`config.mk`:
```
export PLATFORM = sky130hd
export DESIGN_NAME = bus_split_seq
export DESIGN_NICKNAME = d
export VERILOG_FILES = /design/src/rtl/bus_split_pkg.sv /design/src/rtl/bus_split_seq_slice_mux.sv /design/src/rtl/bus_split_seq.sv
export SDC_FILE = /design/constraint.sdc
export NUM_CORES = 1
export LEC_CHECK = 0
export BUFFER_PORTS_ARGS = -buffer_cell sky130_fd_sc_hd__buf_2
export CAP_MARGIN = 0
export CORE_MARGIN = 2
export CORE_UTILIZATION = 51
export DETAILED_ROUTE_END_ITERATION = 10
export PLACE_DENSITY_LB_ADDON = 0.2
export SLEW_MARGIN = 5
export SYNTH_ARGS = -nofsm -noshare
export SYNTH_HDL_FRONTEND = slang
export SYNTH_SLANG_ARGS = --single-unit
```
`constraint.sdc`:
```
create_clock -name CLK -period 1.9 [get_ports CLK]
set_input_delay 0.19 -clock CLK [delete_from_list [all_inputs] [get_ports CLK]]
set_output_delay 0.19 -clock CLK [all_outputs]
set_load 0.005 [all_outputs]
```
`src/rtl/bus_split_pkg.sv`:
```
// Shared types and helpers for the bus split/join family.
package bus_split_pkg;

  typedef enum logic {
    IDLE = 1'b0,
    EMIT = 1'b1
  } state_t;

  // Width of a slice index for an n-slice word; never narrower than one bit.
  function automatic int idx_w(input int n);
    return (n <= 2) ? 1 : $clog2(n);
  endfunction

endpackage

```
`src/rtl/bus_split_seq_slice_mux.sv`:
```
// Selects one OUT_W-bit slice out of a held IN_W-bit word by slice index.
module slice_mux #(
  parameter int IN_W  = 16,
  parameter int OUT_W = 1,
  parameter int IW    = 4
) (
  input  logic [IN_W-1:0]  i_hold,
  input  logic [IW-1:0]    i_idx,
  output logic [OUT_W-1:0] o_slice
);

  int w_base;

  // Bit offset of the selected slice, then an indexed part-select.
  always_comb begin
    w_base  = int'(i_idx) * OUT_W;
    o_slice = i_hold[w_base +: OUT_W];
  end

endmodule

```
`src/rtl/bus_split_seq.sv`:
```
// Word-to-slice stream splitter: one IN_W word in, IN_W/OUT_W slices out,
// LSB-first or MSB-first, with position tags and no bubble between words.
import bus_split_pkg::*;

module bus_split_seq #(
  parameter  int IN_W      = 16,
  parameter  int OUT_W     = 1,
  parameter  bit MSB_FIRST = 1'b0,
  localparam int N         = IN_W / OUT_W,
  localparam int IW        = idx_w(N)
) (
  input  logic             CLK,
  input  logic             RESET,
  input  logic [IN_W-1:0]  IN,
  input  logic             IN_VALID,
  output logic             IN_READY,
  output logic [OUT_W-1:0] OUT,
  output logic             OUT_VALID,
  input  logic             OUT_READY,
  output logic [IW-1:0]    OUT_IDX,
  output logic             OUT_FIRST,
  output logic             OUT_LAST
);

  localparam logic [IW-1:0] LAST_CNT = IW'(N - 1);

  // Refuse to elaborate when the word does not divide into whole slices.
  generate
    if ((IN_W % OUT_W) != 0) begin : g_bad_width
      $error("bus_split_seq: IN_W must be a multiple of OUT_W");
    end
  endgenerate

  state_t          r_state;
  state_t          w_state_nxt;
  logic [IN_W-1:0] r_hold;
  logic [IW-1:0]   r_cnt;
  logic            w_load;
  logic            w_adv;
  logic            w_last;
  logic [IW-1:0]   w_idx;

  // Tags are pure functions of the slice counter, so they hold during stalls.
  always_comb begin
    w_last    = (r_cnt == LAST_CNT);
    w_idx     = MSB_FIRST ? (LAST_CNT - r_cnt) : r_cnt;
    OUT_IDX   = w_idx;
    OUT_FIRST = (r_cnt == '0);
    OUT_LAST  = w_last;
    OUT_VALID = (r_state == EMIT);
  end

  // State register; reset wins over any transfer in the same cycle.
  always_ff @(posedge CLK) begin
    if (RESET) r_state <= IDLE;
    else       r_state <= w_state_nxt;
  end

  // Next state, handshake and load/advance strobes.
  always_comb begin
    w_state_nxt = r_state;
    w_load      = 1'b0;
    w_adv       = 1'b0;
    IN_READY    = 1'b0;
    case (r_state)
      IDLE: begin
        IN_READY = 1'b1;
        if (IN_VALID) begin
          w_load      = 1'b1;
          w_state_nxt = EMIT;
        end
      end
      EMIT: begin
        // Accept the next word while the last slice leaves: no bubble.
        IN_READY = w_last & OUT_READY;
        if (OUT_READY) begin
          if (!w_last)       w_adv       = 1'b1;
          else if (IN_VALID) w_load      = 1'b1;
          else               w_state_nxt = IDLE;
        end
      end
      default: w_state_nxt = IDLE;
    endcase
  end

  // Held word and emitted-slice counter.
  always_ff @(posedge CLK) begin
    if (RESET) begin
      r_hold <= '0;
      r_cnt  <= '0;
    end else if (w_load) begin
      r_hold <= IN;
      r_cnt  <= '0;
    end else if (w_adv) begin
      r_cnt  <= r_cnt + 1'b1;
    end
  end

  slice_mux #(
    .IN_W  (IN_W),
    .OUT_W (OUT_W),
    .IW    (IW)
  ) u_slice_mux (
    .i_hold  (r_hold),
    .i_idx   (w_idx),
    .o_slice (OUT)
  );

endmodule
```
==> summary.md <==
| Metric | Value |
|---|---|
| Gr usage total | about a fifth |
| Syn Inst Count | approximately 110 |
| Worst Skew | approximately 5.4 ps |
| Met2 wire len | 1090 um |
| Post-synth top area cell | dfxtp_1 |
| Final setup fails | 0 |
| Seq pwr share | about three fifths |
| Die height | approximately 51 um |
| Crit-path cells | mux4_2, mux2i_1, mux2i_1, buf_2 |
| Final worst path period share | between 90% and 100% |
| Vias in the first global route | between 800 and 900 |
| WP data required | between 1500 and 2000 ps |
| Worst reg2reg path depth | 6 |
| Initial Util | 52.9% |
| HPWL after DPL | between 1500 and 2000 um |
| Clock slew at reported path FFs | 120 ps |
| Port Buffers | 28 |
| Synthesized area per cell | between 10 and 15 um2 |
| # rows | 17 |
| Crit-path max FO | 5 |
| Net count, final | roughly 160 |
| FF-to-FF Start | OUT_IDX[0] |
| WL met1 | 912 um |
| Grt total ovfl | 0 |
| CORE AREA | 2170 um2 |
| Placed insts | 163 |
| Comb power frac | between 15 and 20% |
| Synth Register Bits | 21 |
| Clock Latency Late Sink | a little over 300 ps |
| Worst EP arrival | between 1500 and 2000 ps |
| Initial antenna violation count | 0 |
| Startpoint types | flop |
| Top-count cell post-synth | nand2b_1 |
| Drc violations | 0 |
| Total Wirelength | approximately 2100 um |
| TritonCTS Buffers | 3 |
| Max-cap violations | 0 |
| Sequential element share of the synthesized area | between 30% and 40% |
| Hold path start | IN_VALID |
| Min-delay worst type | input pin to flop |
| Number of DRC markers in iteration 0 | 14 |
| Crit end category | output port |
| Yosys warns | 0 |
| Largest net degree at the start of global routing | 38 |
| Final Slew Violations | 0 |
| Reg-to-reg endpoint | OUT_IDX[3] |
| Worst Hold Depth | 3 |
| Final std cells w/o fill | roughly 170 |
| Top cell type's share of synthesized area | between 30% and 40% |
| Pre-CTS setup slack | about 240 ps |
| Main flop type after synthesis | dfxtp_1 |
| Clock Tree Buf Depth | 2 |
| Worst slew pin tran | about 460 ps |
| Die ar. | approximately 2600 um2 |
| Chip Width | 51.5 um |
| Top-level port count | 29 |
| PD cells | slightly above 600 nW/um2 |
| Sw Pwr | about 210 uW |
| Area contributors post-synth | dfxtp_1 37%, nand2b_1 17%, mux2i_1 17% |
| Top Layer Used | met4 |
| Max frequency | approximately 560 MHz |
| Commonest cells in the netlist | 32 x nand2b_1, 21 x dfxtp_1, 19 x mux2i_1 |
| Final Wtd Congestion | roughly 0.77 |
| Max stage delay cell, worst path | mux4_2 |
| Hold slack | 101 ps |
| CTS tree | yes |
| Diode count | 0 |
| Met3 wire len | approximately 100 um |
| Wire length per cell | between 10 and 15 um |
| Final min period | around 1800 ps |
| CTS Sinks | 21 |
| First-pass GRT wire length | between 3000 and 4000 um |
| P_int | roughly 620 uW |
| Final hold viol count | 0 |
| Run status | finished clean |
| Hold_buf cts | 0 |
| CP peak stage delay | about 490 ps |
| Drt via density | around 5.3 |
| Slew margin rel. | around 69% |
| Share of cells above drive strength 1 | between 30% and 40% |
| Area Growth Syn to Fin | 17.1% |
| CP Class | flop to output port |
| First drt pass iteration count | 4 |
| Detail Route Antenna Nets | 0 |
| Post-synth EDFFs | 0 |
| H-tree depth | 1 |
| Worst IR drop on VDD | around 0.50 mV |
| Setup ws final | 112 ps |
| Post-synthesis async set-or-reset flop share | 0% |
| Synth Net Count | 135 |
| Static leakage | about 0.54 nW |
| Switching share of total power | between 20% and 30% |
| Crit path top cell by count | mux2i_1 |
| Internal reg-to-reg setup slack | 150 ps |
| Clk root buf | clkbuf_4 |
| Netlist Area Pre-Place | roughly 1100 um2 |
| Total number of vias | 879 |
| Hold Path Sink | OUT_VALID |
| Post-synth cell types | 26 |
| RSZ-0062 raised after global routing | yes |
| Clk pwr share | approximately 27% |
| Pwr Total | between 800 and 900 uW |
power groups by stage:
stage               combinational, mW  clock (mW)  sequential, mW
floorplan                      0.0853           0           0.484
detailed placement              0.126           0           0.489
global placement                0.121           0           0.490
global route                    0.140       0.258           0.483
finish                          0.124       0.221           0.479
CTS                             0.129       0.233           0.478
through the flow:
step,instance area (um2),util [%],TNS (ps)
after floorplan,1150,-,0
after global placement,1310,60.4,0
after detailed placement,1310,60.4,0
after CTS,1350,62.3,0
after global routing,1350,62.0,-13.4
final,1350,62.0,0
kinds of logic (layout without fill, tap and decap cells):
family	after synthesis	count (layout)	synth area share [%]
buffers and inverters	13	39	5.99
muxes	23	23	24.4
adders and majority gates	2	2	2.18
DFF	21	21	36.6
and+or+nand+nor	44	44	24.5
AOI/OAI and AO/OA	10	10	6.32
flip-flops by register name (all words and copies together) (netlist names):
| name | cells |
|---|---|
| r_hold | 16 |
| OUT_IDX | 4 |
| OUT_VALID | 1 |
timing repair:
action                     in CTS  in global routing
gates resized for setup         2                  0
setup buffers                   1                  0
setup endpoints to repair       1                  1
worst max-delay path: cells and delay by family (launching register included):
| family | cells | cell delay (ps) |
|---|---|---|
| buffers and inverters | 1 | 140 |
| DFF | 1 | 410 |
| muxes | 3 | 740 |
cells in the final DEF (no fill, tap or decap), drive strengths merged, types with 2 or more instances in the layout:
master,instances
a211oi,4
buf,31
clkbuf,3
dfxtp,21
ha,2
inv,4
mux2i,19
mux4,4
nand2,2
nand2b,32
nand3,4
o21ai,2
o31ai,2
worst max path at each step:
stage | from | endpoint | slack, ps | cells after the start
floorplan | OUT_IDX[1] | r_hold[10] | 340 | 5
global placement | OUT_IDX[0] | OUT | 300 | 5
detailed placement | OUT_IDX[0] | OUT | 240 | 5
CTS | OUT_IDX[0] | OUT | 2 | 5
global route | OUT_IDX[0] | OUT | -10 | 4
finish | OUT_IDX[0] | OUT | 110 | 4
cell type report:
cell class / count / area (um2)
fill: 204 / 825
multi-input combinational: 79 / 663
sequential: 21 / 424
timing repair buffer: 31 / 175
tap: 28 / 35.0
clock buffer: 3 / 22.5
inverter: 4 / 17.5
clock inverter: 1 / 7.51
routing by layer:
layer  vias to the layer above  global-route usage, %
met5                         -                      0
met4                         0                   5.70
met3                         4                   5.26
met2                        22                   33.5
met1                       410                   22.2
li1                        443                      -
Power figures use the tool's default switching activity.
